<file path="config.mk">
export PLATFORM = sky130hd
export DESIGN_NAME = demux_array
export DESIGN_NICKNAME = d
export VERILOG_FILES = /design/src/rtl/demux_array.sv
export SDC_FILE = /design/constraint.sdc
export NUM_CORES = 1
export LEC_CHECK = 0
export ABC_AREA = 1
export ABC_CLOCK_PERIOD_IN_PS = 3600
export CAP_MARGIN = 5
export CORE_MARGIN = 3
export CORE_UTILIZATION = 57
export CTS_CLUSTER_SIZE = 12
export DETAILED_ROUTE_END_ITERATION = 10
export DONT_BUFFER_PORTS = 1
export GPL_ROUTABILITY_DRIVEN = 0
export GPL_TIMING_DRIVEN = 0
export PLACE_DENSITY = 0.72
export SLEW_MARGIN = 20
export SYNTH_ARGS = -nofsm -noshare
export SYNTH_HDL_FRONTEND = slang
export SYNTH_SLANG_ARGS = --single-unit
</file>
<file path="constraint.sdc">
create_clock -name clk -period 3.6 [get_ports clk]
set_input_delay 0.72 -clock clk [delete_from_list [all_inputs] [get_ports clk]]
set_output_delay 0.72 -clock clk [all_outputs]
set_load 0.05 [all_outputs]
</file>
<file path="src/rtl/demux_array.sv">
// Output-side scatter stage: gathers Pout-lane beats group by group into an
// Nout-channel vector and presents it on a registered valid/ready output.
module demux_array #(
    parameter int unsigned Nout      = 3,
    parameter int unsigned Pout      = 2,
    parameter int unsigned BIT_WIDTH = 8,
    localparam int unsigned NUM_GROUP = (Nout + Pout - 1) / Pout,
    localparam int unsigned GW        = (NUM_GROUP > 1) ? $clog2(NUM_GROUP) : 1
) (
    input  logic                      clk,
    input  logic                      rst,
    input  logic                      clear,
    input  logic                      in_valid,
    output logic                      in_ready,
    input  logic [Pout*BIT_WIDTH-1:0] in_data,
    output logic [GW-1:0]             group_idx,
    output logic                      out_valid,
    input  logic                      out_ready,
    output logic [Nout*BIT_WIDTH-1:0] out_data
);

    // Channels owned by groups 0..NUM_GROUP-2; the last group goes straight to out_data.
    localparam int unsigned LAST_BASE = (NUM_GROUP - 1) * Pout;
    localparam int unsigned BUF_CH    = (LAST_BASE > 0) ? LAST_BASE : 1;
    localparam int unsigned BW        = BIT_WIDTH;

    logic [GW-1:0]        group_q, group_d;
    logic [BUF_CH*BW-1:0] buf_q, buf_d;
    logic                 out_valid_q, out_valid_d;
    logic [Nout*BW-1:0]   out_data_q, out_data_d;

    logic is_last;
    logic accept;

    assign is_last   = (group_q == GW'(NUM_GROUP - 1));
    assign in_ready  = !clear && !(is_last && out_valid_q && !out_ready);
    assign accept    = in_valid && in_ready;

    assign group_idx = group_q;
    assign out_valid = out_valid_q;
    assign out_data  = out_data_q;

    always_comb begin
        group_d     = group_q;
        buf_d       = buf_q;
        out_valid_d = out_valid_q;
        out_data_d  = out_data_q;

        if (out_valid_q && out_ready) begin
            out_valid_d = 1'b0;
        end

        if (clear) begin
            group_d = '0;
        end else if (accept) begin
            if (!is_last) begin
                for (int unsigned g = 0; g < NUM_GROUP - 1; g++) begin
                    for (int unsigned i = 0; i < Pout; i++) begin
                        if (group_q == GW'(g)) begin
                            buf_d[(g*Pout + i)*BW +: BW] = in_data[i*BW +: BW];
                        end
                    end
                end
                group_d = group_q + GW'(1);
            end else begin
                // Merge stored groups with the live last beat; lanes past Nout fall off.
                for (int unsigned c = 0; c < Nout; c++) begin
                    if (c < LAST_BASE) begin
                        out_data_d[c*BW +: BW] = buf_q[c*BW +: BW];
                    end else begin
                        out_data_d[c*BW +: BW] = in_data[(c - LAST_BASE)*BW +: BW];
                    end
                end
                out_valid_d = 1'b1;
                group_d     = '0;
            end
        end
    end

    always_ff @(posedge clk or posedge rst) begin
        if (rst) begin
            group_q     <= '0;
            buf_q       <= '0;
            out_valid_q <= 1'b0;
            out_data_q  <= '0;
        end else begin
            group_q     <= group_d;
            buf_q       <= buf_d;
            out_valid_q <= out_valid_d;
            out_data_q  <= out_data_d;
        end
    end

endmodule

</file>
==> results of run 1 <==
==> cells by family (layout without fill, tap and decap cells) <==
family / after synthesis / count (layout) / synth area share
and+or+nand+nor: 130 / 130 / 0.348
DFF: 42 / 42 / 0.594
buffers and inverters: 16 / 25 / 0.0545
AOI/OAI and AO/OA: 1 / 1 / 0.00354
==> area by class of cell <==
type | instances | area [sq um] | area share
multi-input cells | 131 | 622 | 0.329
well taps | 31 | 38.8 | 0.0205
repair buffers | 1 | 20.0 | 0.0106
plain buffers | 13 | 85.1 | 0.0451
flip-flops and latches | 42 | 1050 | 0.557
inverters | 3 | 11.3 | 0.00596
clock buffers | 7 | 55.1 | 0.0292
clock inverters | 1 | 5.00 | 0.00265
==> layer usage <==
metal  track usage  part of all wire
met1         0.303              0.42
met4         0.100             0.014
met3        0.0764             0.093
met2         0.332              0.47
met5             0                 0
==> flip-flops by register name, summed over array words and instances, names as in the netlist <==
signal,count
buf_q,16
group_idx,1
out_valid,1
out_data,24
==> final timing paths <==
path | startpoint | end | cells past startpoint
setup / recovery | out_valid | in_ready | 1
hold / removal | rst | out_data[19] | 1
setup reg to reg | group_idx | out_data[5] | 6
hold reg to reg | buf_q[12] | buf_q[12] | 2
max in group asynchronous | rst | out_valid | 2
min in group clk | buf_q[12] | buf_q[12] | 2
==> cell usage in the layout, fill, tap and decap left out, types with 2 or more instances in the layout <==
cell	count
clkbuf_4	5
buf_6	2
inv_2	3
nand4_1	24
dfrtp_1	42
buf_2	8
nand3_1	16
buf_4	3
nand2_1	85
==> power groups by stage <==
stage               clock, mW  combinational, mW  sequential [mW]
finish                  0.239              0.152            0.934
detailed placement          0              0.155            0.946
floorplan                   0              0.125            0.923
CTS                     0.247              0.156            0.936
global route            0.269              0.183            0.949
global placement            0              0.146            0.940
==> metrics by stage <==
stage                     instance area [sq um]  hold WS [ns]  setup slack (ns)  power, mW
after floorplan                            1770         0.442              1.35       1.05
after global placement                     1810         0.455              1.30       1.09
after detailed placement                   1830         0.459              1.32       1.10
after CTS                                  1890         0.180             0.912       1.34
after global routing                       1890         0.177             0.878       1.40
final                                      1890         0.183             0.931       1.33
==> worst register-to-register path, delay by kind of cell, from the launching register on <==
| family | cells | cell delay (ns) |
|---|---|---|
| flops | 1 | 0.75 |
| buf+inv | 2 | 0.31 |
| simple gates | 4 | 0.44 |
==> flow_metrics.tcl, run 1 <==
set metrics [dict create \
    power_frac_seq 0.705 \
    cts_tree "done" \
    routed_wirelength_um 3710 \
    instances_no_fill 229 \
    crit_arrival_ns 1.95 \
    rsz0062_at_grt "no" \
    initial_core_util 0.620 \
    nNetsFinal 218 \
    die_w_um 61.7 \
    ys_seq_area_frac 0.594 \
    syn_inst 189 \
    swShare 0.451 \
    die_y_um 61.7 \
    status "finished, final reports clean" \
    period_share 0.741 \
    yosysMostFrequentCell "nand2_1" \
    antennaDiodeCount 0 \
    comb_power_share 0.115 \
    postCtsSetupBuffers 0 \
    clock_power_share 0.181 \
    grt_overflow 0 \
    async_flop_share 1.00 \
    cellPowerDensity_nw_per_um2 702 \
    power.ir.vdd_worst_mv 0.396 \
    finalMaxSlewViolations 0 \
    yosysTopAreaCell "dfrtp_1" \
    viasPerCell 5.76 \
    clock_path_buffers 2 \
    nFillCells 250 \
    crit_path_max_fanout 3 \
    hpwl_um 2690 \
    skew_ns 0.00568 \
    clk_latency_ns 0.35 \
    drtAntennaViolNets 0 \
    clock.fmax_ghz 0.375 \
    drt_first_pass_iters 4 \
    finalSetupViolCount 0 \
    fin_crit_ns 2.67 \
    worstMarginPinSlew_ns 1.15 \
    synth-edff-count 0 \
    clk_pin_slew_ns 0.12 \
    power.net_switching_mw 0.598 \
    synth_area_leaders "dfrtp_1 (59%), nand2_1 (18%), nand4_1 (8.5%)" \
    finalSetupTns_ns 0 \
    finish.utilization 0.662 \
    min_path_type "input pin to async pin" \
    postSynthNetCount 210 \
    routedWlPerCell_um 16.2 \
    cp_top_family "compound AO/OA/AOI/OAI gates" \
    internal_power_mw 0.727 \
    r2r_slack_ns 2.00 \
    remaining_drc_errors 0 \
    clock_sinks 42 \
    leakagePower_nw 1.03 \
    synthesis.area_sq_um 1770 \
    crit_chain "a31oi_1" \
    first_global_vias 1293 \
    cts_resized 0 \
    cp.required_ns 2.88 \
    vias 1318 \
    synth_ff_type "dfrtp_1" \
    critPathLaunchType "register" \
    dp.cells 221 \
    slowest_stage "a31oi_1" \
    hold_viol 0 \
    track_usage 0.225 \
    syn_area_per_cell_sq_um 9.36 \
    grt_pass1_wl_um 6030 \
    port_buffers 0 \
    max-slew-margin-rel 0.229 \
    dieArea_sq_um 3810 \
    cts_buffers 5 \
    max_stage_delay_ns 1.01 \
    drtIter0Drc 60 \
    end_kind "output port" \
    syn_to_final_growth_pct 6.72 \
    coreArea_sq_um 2850 \
    path_buf_inv 0 \
    htree_levels 2 \
    antenna_found_initial 0 \
    grt_max_degree 30 \
    synth_seq_cells 42 \
    path_class "register to output port" \
    cts_root_buffer "clkbuf_4" \
    layout-drive-gt1-share 0.146 \
    netlist.area_leader.share 0.594 \
    cap_violations 0 \
    ctsHoldBuffers 0 \
    synth_cell_types 15 \
    io_pins 48 \
    synth_commonest_cells "nand2_1 (85), dfrtp_1 (42), nand4_1 (24)" \
    ys_warn_count 0 \
    num_rows 19 \
]
Power figures use the tool's default switching activity.
==> run 2: changes to the inputs <==
- ABC_CLOCK_PERIOD_IN_PS: 3600 -> 2100
- CORE_UTILIZATION: 57 -> 55
- PLACE_DENSITY: 0.72 -> 0.73
- clock period: 3.6 -> 2.1 ns (I/O delays scaled with it)
==> flow_metrics.tcl, run 2 (same netlist as run 1, synthesis figures left out) <==
set metrics [dict create \
    crit_end "in_ready" \
    dieArea_sq_um 3930 \
    vias 1398 \
    power.ir.vdd_worst_mv 0.624 \
    max_stage_delay_ns 0.65 \
    total_power_mw 2.23 \
    finalSetupViolCount 0 \
    nFillCells 262 \
    cts_root_buffer "clkbuf_4" \
    worstMarginPinSlew_ns 0.665 \
    htree_levels 2 \
    min_path_type "input pin to register" \
    hpwl_um 2730 \
    viasPerCell 5.83 \
    clock_sinks 42 \
    r2r-start "group_idx" \
    layout_commonest_cell "nand2_1" \
    coreArea_sq_um 2900 \
    period_share 0.913 \
    drt_first_pass_iters 4 \
    whs_ns 0.206 \
    grt_pass1_wl_um 6720 \
    cap_violations 0 \
    num_rows 19 \
    crit_path_max_fanout 4 \
    startpoint "group_idx" \
    clk_pin_slew_ns 0.12 \
    finalMaxSlewViolations 0 \
    drtIter0Drc 121 \
    layout-drive-gt1-share 0.141 \
    timing.final.ws_setup_ns 0.184 \
    power_frac_seq 0.719 \
    first_global_vias 1433 \
    syn_to_final_growth_pct 8.06 \
    remaining_drc_errors 0 \
    rsz0062_at_grt "no" \
    clock_power_share 0.162 \
    slowest_stage "dfrtp_1" \
    cellPowerDensity_nw_per_um2 1170 \
    antenna_found_initial 0 \
    die_y_um 62.7 \
    hold_viol 0 \
    nNetsFinal 219 \
    max-slew-margin-rel 0.557 \
    comb_power_share 0.119 \
    status "finished, final reports clean" \
    leakagePower_nw 1.02 \
    finish.utilization 0.659 \
    path_buf_inv 0 \
    critPathLaunchType "register" \
    post-place-ws_ns 0.126 \
    routed_wirelength_um 3780 \
    worstHoldPathCells 2 \
    routedWlPerCell_um 15.8 \
    final_cell_mix "nand2_1 (85), dfrtp_1 (42), nand4_1 (24), nand3_1 (16), buf_2 (8)" \
    r2r-end "out_data[7]" \
    clock_path_buffers 2 \
    r2r_slack_ns 0.46 \
    skew_ns 0.00925 \
    io_pins 48 \
    clock.fmax_ghz 0.522 \
    reg2reg_depth 6 \
    finalSetupTns_ns 0 \
    drtAntennaViolNets 0 \
    path_class "register to output port" \
    grt_overflow 0 \
    internal_power_mw 1.21 \
    port_buffers 0 \
    end_kind "output port" \
    track_usage 0.219 \
    swShare 0.456 \
    crit_arrival_ns 1.50 \
    worst-path-stages 1 \
    cp.required_ns 1.68 \
    cp_top_family "flip-flops" \
    fin_crit_ns 1.92 \
    initial_core_util 0.610 \
    antennaDiodeCount 0 \
    clk_latency_ns 0.34 \
    power.net_switching_mw 1.02 \
    crit_chain "a31oi_4" \
    die_w_um 62.7 \
    largest_reg_flops 24 \
    cts_buffers 5 \
    cts_tree "done" \
    grt_max_degree 27 \
]
run 2: cell types whose count changed in the layout (fill, tap and decap cells not counted):
cell,before,now
a31oi_4,0,1
a31oi_1,1,0
clkbuf_1,1,2
clkbuf_8,1,0
clkinv_2,1,0
dlygate4sd3_1,0,1
run 2: per-stage QoR:
stage	instances	cell area (sq um)
3_5_place_dp	232	1840
3_3_place_gp	231	1820
4_1_cts	240	1910
2_1_floorplan	189	1770
5_1_grt	240	1910
6_report	240	1910
run 2: routing by layer:
metal / GRT usage / up-vias / routed length, um
met5: 0 / - / 0
met4: 0.0579 / 0 / 40
met3: 0.0899 / 4 / 387
met2: 0.333 / 65 / 1740
met1: 0.292 / 685 / 1620
li1: - / 644 / -
run 2: power groups by stage:
| stage | clock network, mW | registers, mW | logic (mW) |
|---|---|---|---|
| 6_report | 0.362 | 1.60 | 0.266 |
| 5_1_grt | 0.433 | 1.63 | 0.313 |
| 4_1_cts | 0.369 | 1.61 | 0.271 |
| 3_5_place_dp | 0 | 1.62 | 0.267 |
| 3_3_place_gp | 0 | 1.61 | 0.250 |
| 2_1_floorplan | 0 | 1.58 | 0.214 |
run 2: worst min-delay path by stage:
stage | start | to
detailed placement | rst | out_data[11]
CTS | in_data[8] | buf_q[8]
finish | in_data[11] | buf_q[11]
global route | in_data[11] | buf_q[11]
floorplan | buf_q[15] | buf_q[15]
global placement | buf_q[13] | buf_q[13]
run 2: timing repair:
item,CTS,global route
hold endpoints to repair,16,0
gates resized for setup,2,0
setup endpoints to repair,1,0
buffers inserted,0,0
hold buffers,1,0
run 2: cell type report:
class                      count  area [sq um]  area share
buffer                        13          85.1      0.0445
clock buffer                   7          45.0      0.0236
inverter                       3          11.3     0.00589
multi-input combinational    131           637       0.333
sequential                    42          1050       0.550
tap                           42          52.6      0.0275
timing repair buffer           2          30.0      0.0157
==> run 3: changes to the inputs <==
- CORE_ASPECT_RATIO: unset -> 1.5
==> flow_metrics.tcl, run 3 (same netlist as run 1, synthesis figures left out) <==
set metrics [dict create \
    final_cell_mix "nand2_1 (85), dfrtp_1 (42), nand4_1 (24), nand3_1 (16), buf_2 (8)" \
    grt_overflow 0 \
    path_buf_inv 0 \
    end_kind "output port" \
    finalSetupViolCount 0 \
    initial_core_util 0.589 \
    hpwl_um 2750 \
    cellPowerDensity_nw_per_um2 1230 \
    period_share 0.963 \
    path_class "register to output port" \
    cts_root_buffer "clkbuf_8" \
    crit_path_max_fanout 4 \
    postCtsSetupBuffers 0 \
    die_y_um 75.5 \
    crit_arrival_ns 1.60 \
    status "finished, final reports clean" \
    clk_pin_slew_ns 0.07 \
    max_stage_delay_ns 0.69 \
    nFillCells 261 \
    drtAntennaViolNets 0 \
    viasPerCell 5.68 \
    clock_path_buffers 2 \
    fin_area_sq_um 1940 \
    clock.fmax_ghz 0.494 \
    first_global_vias 1436 \
    dp.cells 229 \
    rsz0062_at_grt "no" \
    syn_to_final_growth_pct 9.83 \
    layout_commonest_cell "nand2_1" \
    antenna_found_initial 0 \
    post-place-ws_ns 0.0972 \
    die_w_um 52.3 \
    slowest_stage "a31oi_2" \
    leakagePower_nw 1.04 \
    clock_sinks 42 \
    finalSetupTns_ns 0 \
    drt_first_pass_iters 4 \
    cap_violations 0 \
    htree_levels 2 \
    cp_top_family "compound AO/OA/AOI/OAI gates" \
    vias 1346 \
    routedWlPerCell_um 16.0 \
    num_rows 24 \
    drtIter0Drc 30 \
    cp.required_ns 1.68 \
    max-slew-margin-rel 0.554 \
    routed_wirelength_um 3800 \
    skew_ns 0.00456 \
    finalMaxSlewViolations 0 \
    finish.utilization 0.647 \
    worstMarginPinSlew_ns 0.666 \
    power.ir.vdd_worst_mv 0.653 \
    port_buffers 0 \
    grt_max_degree 23 \
    timing.final.ws_setup_ns 0.0773 \
    min_path_type "input pin to async pin" \
    layout-drive-gt1-share 0.152 \
    io_pins 48 \
    hold_viol 0 \
    post_dp_cell_area_sq_um 1850 \
    cts_tree "done" \
    seq_area_sq_um 1050 \
    fin_crit_ns 2.02 \
    grt_pass1_wl_um 6380 \
    nNetsFinal 218 \
    critPathLaunchType "register" \
    clk_latency_ns 0.29 \
    coreArea_sq_um 3000 \
    instances_no_fill 237 \
    antennaDiodeCount 0 \
    multiInputGateArea_sq_um 628 \
    dieArea_sq_um 3950 \
    crit_chain "a31oi_2" \
    track_usage 0.220 \
    largest_reg_flops 24 \
    cts_buffers 5 \
    remaining_drc_errors 0 \
]
[run 3: layout make-up]
class,instances,area share
Timing Repair Buffer,1,0.0142
Multi-Input combinational cell,131,0.323
Sequential cell,42,0.541
Clock buffer,7,0.0444
Inverter,3,0.00580
Clock inverter,1,0.00258
Tap cell,39,0.0251
Buffer,13,0.0438
[run 3: through the flow]
stage	total power, mW	hold WS (ns)
2_1_floorplan	1.80	0.442
3_3_place_gp	1.86	0.454
3_5_place_dp	1.89	0.343
4_1_cts	2.41	0.0311
5_1_grt	2.51	0.0509
6_report	2.40	0.0187
[run 3: metal layers]
metal | GRT usage | part of all wire
met5 | 0 | 0
met4 | 0.111 | 0.018
met3 | 0.0607 | 0.069
met2 | 0.385 | 0.54
met1 | 0.240 | 0.37
[run 3: report_power, final]
part / internal, mW / switching (mW)
Clock: 0.265 / 0.261
Sequential: 0.987 / 0.616
Combinational: 0.0993 / 0.169
Total: 1.35 / 1.05
[run 3: worst register-to-register path, cell delays in order, from the launching register on]
cell	delay [ns]
dfrtp_1	0.74
inv_2	0.14
nor2_8	0.20
nand3_4	0.14
buf_6	0.17
nand2_1	0.07
nand2_1	0.06
[run 3: what timing repair did]
| action | 4_1_cts | 5_1_grt |
|---|---|---|
| gates resized for setup | 1 | 0 |
| endpoints found under the setup margin | 1 | 0 |
| hold buffers | 0 | 0 |
[run 3: final timing paths]
path                       slack [ns]           end  startpoint  cells after the start
setup / recovery                 0.08      in_ready   group_idx                      1
hold / removal                   0.02   out_data[1]         rst                      1
setup reg to reg                 0.47  out_data[18]   group_idx                      6
hold reg to reg                  0.47     buf_q[13]   buf_q[13]                      2
max in group asynchronous        1.61     buf_q[13]         rst                      2
min in group clk                 0.26      buf_q[1]  in_data[1]                      2
